`src/rtl/pwm_pkg.sv`:
```
// Shared types and duty arithmetic for the multi-channel PWM generator.
package pwm_pkg;

  typedef enum logic {
    PWM_DIRECT = 1'b0,
    PWM_FADE   = 1'b1
  } pwm_mode_e;

  function automatic int unsigned clamp_duty(input int unsigned duty, input int unsigned period);
    int unsigned res;
    res = (duty > period) ? period : duty;
    return res;
  endfunction

  // Wide unsigned math so neither the up nor the down step can wrap.
  function automatic int unsigned next_duty(input pwm_mode_e mode, input int unsigned active,
                                            input int unsigned target, input int unsigned step);
    int unsigned res;
    int unsigned up;
    int unsigned dn;
    up  = active + step;
    dn  = (active > step) ? (active - step) : 0;
    res = target;
    if (mode == PWM_FADE) begin
      if (active < target) begin
        res = (up > target) ? target : up;
      end else if (active > target) begin
        res = (dn < target) ? target : dn;
      end
    end
    return res;
  endfunction

endpackage

```
`src/rtl/pwm_channel.sv`:
```
// One PWM compare channel: clamped shadow duty, boundary-updated active duty,
// registered compare output.
module pwm_channel
  import pwm_pkg::*;
#(
  parameter int unsigned CNT_W  = 8,
  parameter int unsigned PERIOD = 255
) (
  input  logic             clk_i,
  input  logic             rst_ni,
  input  logic             en_i,
  input  logic             mode_i,
  input  logic             period_end_i,
  input  logic [CNT_W-1:0] fade_step_i,
  input  logic [CNT_W-1:0] count_i,
  input  logic [CNT_W-1:0] duty_i,
  input  logic             duty_we_i,
  output logic             pwm_o
);

  logic [CNT_W-1:0] shadow_q;
  logic [CNT_W-1:0] active_q;
  logic [CNT_W-1:0] shadow_d;
  logic [CNT_W-1:0] active_d;

  always_comb begin
    shadow_d = CNT_W'(clamp_duty(32'(duty_i), PERIOD));
    active_d = CNT_W'(next_duty(pwm_mode_e'(mode_i), 32'(active_q), 32'(shadow_q),
                                32'(fade_step_i)));
  end

  // Active reads shadow_q before this edge's write, so a write on the
  // boundary cycle is picked up one period later.
  always_ff @(posedge clk_i or negedge rst_ni) begin
    if (!rst_ni) begin
      shadow_q <= '0;
      active_q <= '0;
      pwm_o    <= 1'b0;
    end else begin
      if (duty_we_i) begin
        shadow_q <= shadow_d;
      end
      if (!en_i) begin
        active_q <= shadow_q;
      end else if (period_end_i) begin
        active_q <= active_d;
      end
      pwm_o <= en_i && (count_i < active_q);
    end
  end

endmodule

```
`src/rtl/pwm_multi_generator.sv`:
```
// Multi-channel PWM generator: shared prescaler and period counter feeding
// CHANNELS independent compare channels.
module pwm_multi_generator
  import pwm_pkg::*;
#(
  parameter int unsigned CHANNELS = 4,
  parameter int unsigned CNT_W    = 8,
  parameter int unsigned PERIOD   = 255,
  parameter int unsigned PRESC_W  = 16
) (
  input  logic                      clk_i,
  input  logic                      rst_ni,
  input  logic                      en_i,
  input  logic [PRESC_W-1:0]        prescale_i,
  input  logic                      mode_i,
  input  logic [CNT_W-1:0]          fade_step_i,
  input  logic [CHANNELS*CNT_W-1:0] duty_i,
  input  logic [CHANNELS-1:0]       duty_we_i,
  output logic [CHANNELS-1:0]       pwm_o,
  output logic                      period_end_o
);

  logic [PRESC_W-1:0] presc_q;
  logic [CNT_W-1:0]   count_q;
  logic               tick;
  logic               last;

  // >= lets a smaller prescale take effect immediately instead of wrapping.
  assign tick         = en_i && (presc_q >= prescale_i);
  assign last         = (count_q == CNT_W'(PERIOD - 1));
  assign period_end_o = tick && last;

  always_ff @(posedge clk_i or negedge rst_ni) begin
    if (!rst_ni) begin
      presc_q <= '0;
      count_q <= '0;
    end else if (!en_i) begin
      presc_q <= '0;
      count_q <= '0;
    end else if (tick) begin
      presc_q <= '0;
      count_q <= last ? '0 : count_q + 1'b1;
    end else begin
      presc_q <= presc_q + 1'b1;
    end
  end

  for (genvar c = 0; c < CHANNELS; c++) begin : g_ch
    pwm_channel #(
      .CNT_W  (CNT_W),
      .PERIOD (PERIOD)
    ) u_ch (
      .clk_i        (clk_i),
      .rst_ni       (rst_ni),
      .en_i         (en_i),
      .mode_i       (mode_i),
      .period_end_i (period_end_o),
      .fade_step_i  (fade_step_i),
      .count_i      (count_q),
      .duty_i       (duty_i[c*CNT_W +: CNT_W]),
      .duty_we_i    (duty_we_i[c]),
      .pwm_o        (pwm_o[c])
    );
  end

endmodule
```
`config.mk`:
```
export PLATFORM = sky130hd
export DESIGN_NAME = pwm_multi_generator
export DESIGN_NICKNAME = d
export VERILOG_FILES = /design/src/rtl/pwm_pkg.sv /design/src/rtl/pwm_channel.sv /design/src/rtl/pwm_multi_generator.sv
export SDC_FILE = /design/constraint.sdc
export NUM_CORES = 1
export LEC_CHECK = 0
export CAP_MARGIN = 20
export CORE_MARGIN = 2
export CORE_UTILIZATION = 50
export CTS_CLUSTER_SIZE = 12
export DETAILED_ROUTE_END_ITERATION = 16
export DONT_BUFFER_PORTS = 1
export GPL_TIMING_DRIVEN = 0
export PLACE_DENSITY_LB_ADDON = 0.05
export SYNTH_ARGS = -nofsm -noshare
export SYNTH_HDL_FRONTEND = slang
export SYNTH_HIERARCHICAL = 1
export SYNTH_SLANG_ARGS = --single-unit
```
`constraint.sdc`:
```
create_clock -name clk_i -period 4.1 [get_ports clk_i]
set_clock_uncertainty 0.2 [all_clocks]
set_input_delay 0.615 -clock clk_i [delete_from_list [all_inputs] [get_ports clk_i]]
set_output_delay 0.615 -clock clk_i [all_outputs]
set_load 0.02 [all_outputs]
```
==> results_dict.tcl <==
set metrics [dict create \
    power.leakage_nw 6.11 \
    htreeDepth 3 \
    syn2layout_area_growth_pct 10.2 \
    syn-instance-count 1391 \
    cts_root_buf "clkbuf_16" \
    tightest_slew_ps 837 \
    cts_tree "built" \
    comb_power_share_pct 69.2 \
    period_needed_ps 4050 \
    numCtsBuffers 9 \
    die_h_um 157 \
    grt_pass1_vias 9988 \
    diodes 0 \
    synth_seq_cells 92 \
    seq_power_share_pct 17.6 \
    relSlewSlack_pct 43.7 \
    pin_count 69 \
    clk_latency_ps 360 \
    max-vdd-ir-drop_uv 257 \
    die_width_um 157 \
    drive_above_1_share_pct 13.5 \
    final_common_cell "ha_1" \
    required_ps 4150 \
    fmax_mhz 247 \
    power_switching_share_pct 48.5 \
    num_vias 10399 \
    slowest_delay_ps 460 \
    cpMaxStageDelayCell "dfrtp_2" \
    gp_congestion 0.913 \
    port-buffer-count 0 \
    dieArea_um2 24700 \
    synth-seq-area-share_pct 19.6 \
    finalSetupTns_ps 0 \
    path_class "register to register" \
    grt_max_degree 93 \
    firstDrtPassIters 5 \
    powerDensity_nw_per_um2 550 \
    grt_pass1_wl_mm 52.2 \
    maxCapViolations 0 \
    final_hold_viol_count 0 \
    yosysTopAreaCell "ha_1" \
    wl_per_cell_um 18.7 \
    rsz0062_at_grt "yes" \
    path_cells "ha_1 > clkbuf_4 > nand2_1 > a211oi_2 > or2_1 > o22ai_4 > nor2_1 > ha_1 > a21o_1 > a21o_1 > a21oi_2 > o41ai_4 > o211ai_2 > mux2_1 > a221o_1" \
    initial_core_util_pct 50.4 \
    cts.clk_slew.worst_paths_ps 80 \
    coreArea_um2 23300 \
    slew_violations 0 \
    fin_nets 1697 \
    cts_buffer_depth 2 \
    endpoint_kind "register" \
    cts_sinks 92 \
    antenna_found_initial 0 \
    vias_per_cell 5.96 \
    intPower_mw 3.66 \
    drt_wl_total_mm 32.7 \
    start_kind "register" \
    rows 56 \
    status "completed" \
    final_cell_mix "200 x ha_1, 138 x inv_1, 111 x nor2_1" \
    p_sw_mw 3.45 \
    antenna_left 0 \
    yosysTopAreaCellShare_pct 21.7 \
    worst_ep_arrival_time_ps 4100 \
    place_area_um2 12100 \
    synth_area_leaders "ha_1 22%, dfrtp_1 20%, inv_1 4.4%" \
    setup-violations-final 0 \
    drc 0 \
    syn-num-nets 1666 \
    ys_async_sr_fraction_pct 100 \
    hpwl_mm 25.2 \
    synth_ff_type "dfrtp_1" \
    place_ws_ps -445 \
    finalCritPeriodShare_pct 98.7 \
    hold-worst-slack_ps 161 \
    synth_edf_count 0 \
    hold_path_class "input port to register" \
    netlist_area_um2 11700 \
    utilization_pct 55.5 \
    syn_area_per_cell_um2 8.43 \
    setup_ws_ps 51.3 \
    yosys_warnings 6 \
    synth_cell_type_count 112 \
    overflow 0 \
    final_cell_area_um2 12900 \
    cp_max_fo 9 \
    drt_iter0_drc 652 \
    grt_use_total_pct 26.7 \
    clkPwrFrac_pct 13.1 \
]
## stage by stage
step	power (mW)	cells
CTS	6.81	1735
global placement	5.69	1710
floorplan	4.72	1391
finish	7.11	1746
global route	7.70	1746
detailed placement	5.74	1711
## Yosys cell counts, types with 27 or more instances
cell type / count
ha_1: 203
nor3_1: 31
nand2b_1: 27
o21ai_0: 75
xnor2_1: 33
a21oi_1: 72
nand3_1: 32
a21o_1: 44
dfrtp_1: 92
inv_1: 138
nand2_1: 90
nand4_1: 28
nor2_1: 113
## registers in the layout, summed over array words and instances (netlist names)
| signal | cells |
|---|---|
| g_ch.u_ch/active_q | 32 |
| g_ch.u_ch/shadow_q | 32 |
| presc_q | 16 |
| count_q | 8 |
| g_ch.u_ch/pwm_o | 4 |
## metal layers
layer	global-route usage, %	vias up	routed length (um)
met3	3.41	33	1520
met2	44.9	276	15400
met4	6.49	0	626
met5	0	-	0
met1	36.5	4970	15200
li1	-	5120	-
## power groups by stage
stage	clock network, mW	registers, mW	logic [mW]
after floorplan	0	1.18	3.55
after global placement	0	1.26	4.43
after detailed placement	0	1.26	4.48
after CTS	0.956	1.25	4.61
after global routing	0.989	1.27	5.44
final	0.932	1.25	4.92
## worst paths after layout
check,slack (ps),from,cells after the start,to
max in group asynchronous,2660,rst_ni,2,g_ch[0].u_ch/active_q[3]$_DFFE_PN0P_
worst max register to register,50,g_ch[2].u_ch/active_q[4]$_DFFE_PN0P_,15,g_ch[2].u_ch/active_q[2]$_DFFE_PN0P_
worst min register to register,270,presc_q[0]$_DFF_PN0_,1,presc_q[0]$_DFF_PN0_
worst max-delay path,50,g_ch[2].u_ch/active_q[4]$_DFFE_PN0P_,15,g_ch[2].u_ch/active_q[2]$_DFFE_PN0P_
worst min-delay path,160,duty_we_i[3],2,g_ch[3].u_ch/shadow_q[7]$_DFFE_PN0P_
min in group asynchronous,610,rst_ni,2,g_ch[1].u_ch/shadow_q[4]$_DFFE_PN0P_
## final cells by class
cell class	count	area [um2]
Tap cell	319	399
Clock inverter	6	68.8
Buffer	43	288
Timing Repair Buffer	20	173
Multi-Input combinational cell	1118	8920
Inverter	138	518
Clock buffer	10	239
Sequential cell	92	2310
Fill cell	2243	10300
## critical path: cells and delay by family, from the launching register on
| family | cells | cell delay [ps] |
|---|---|---|
| fa+ha+maj | 2 | 580 |
| buf+inv | 1 | 200 |
| flops | 1 | 460 |
| compound gates | 8 | 1580 |
| mux | 1 | 350 |
| simple gates | 3 | 540 |
## what timing repair did
| action | 4_1_cts | 5_1_grt |
|---|---|---|
| setup buffers | 6 | 11 |
| gates resized for setup | 9 | 62 |
| pin swaps | 4 | 17 |
| hold buffers | 2 | 0 |
| endpoints found under the hold margin | 92 | 0 |
| setup endpoints to repair | 14 | 28 |
| cloned | 0 | 0 |
## cell families (layout without fill, tap and decap cells)
family | after synthesis | in the layout | synth area share, %
xor+xnor | 47 | 47 | 3.51
buf+inv | 181 | 217 | 6.79
compound gates | 404 | 404 | 25.8
flops | 92 | 92 | 19.6
simple gates | 437 | 437 | 19.5
fa+ha+maj | 211 | 211 | 23.0
mux | 19 | 19 | 1.72
(Power assumes the default switching activity.)
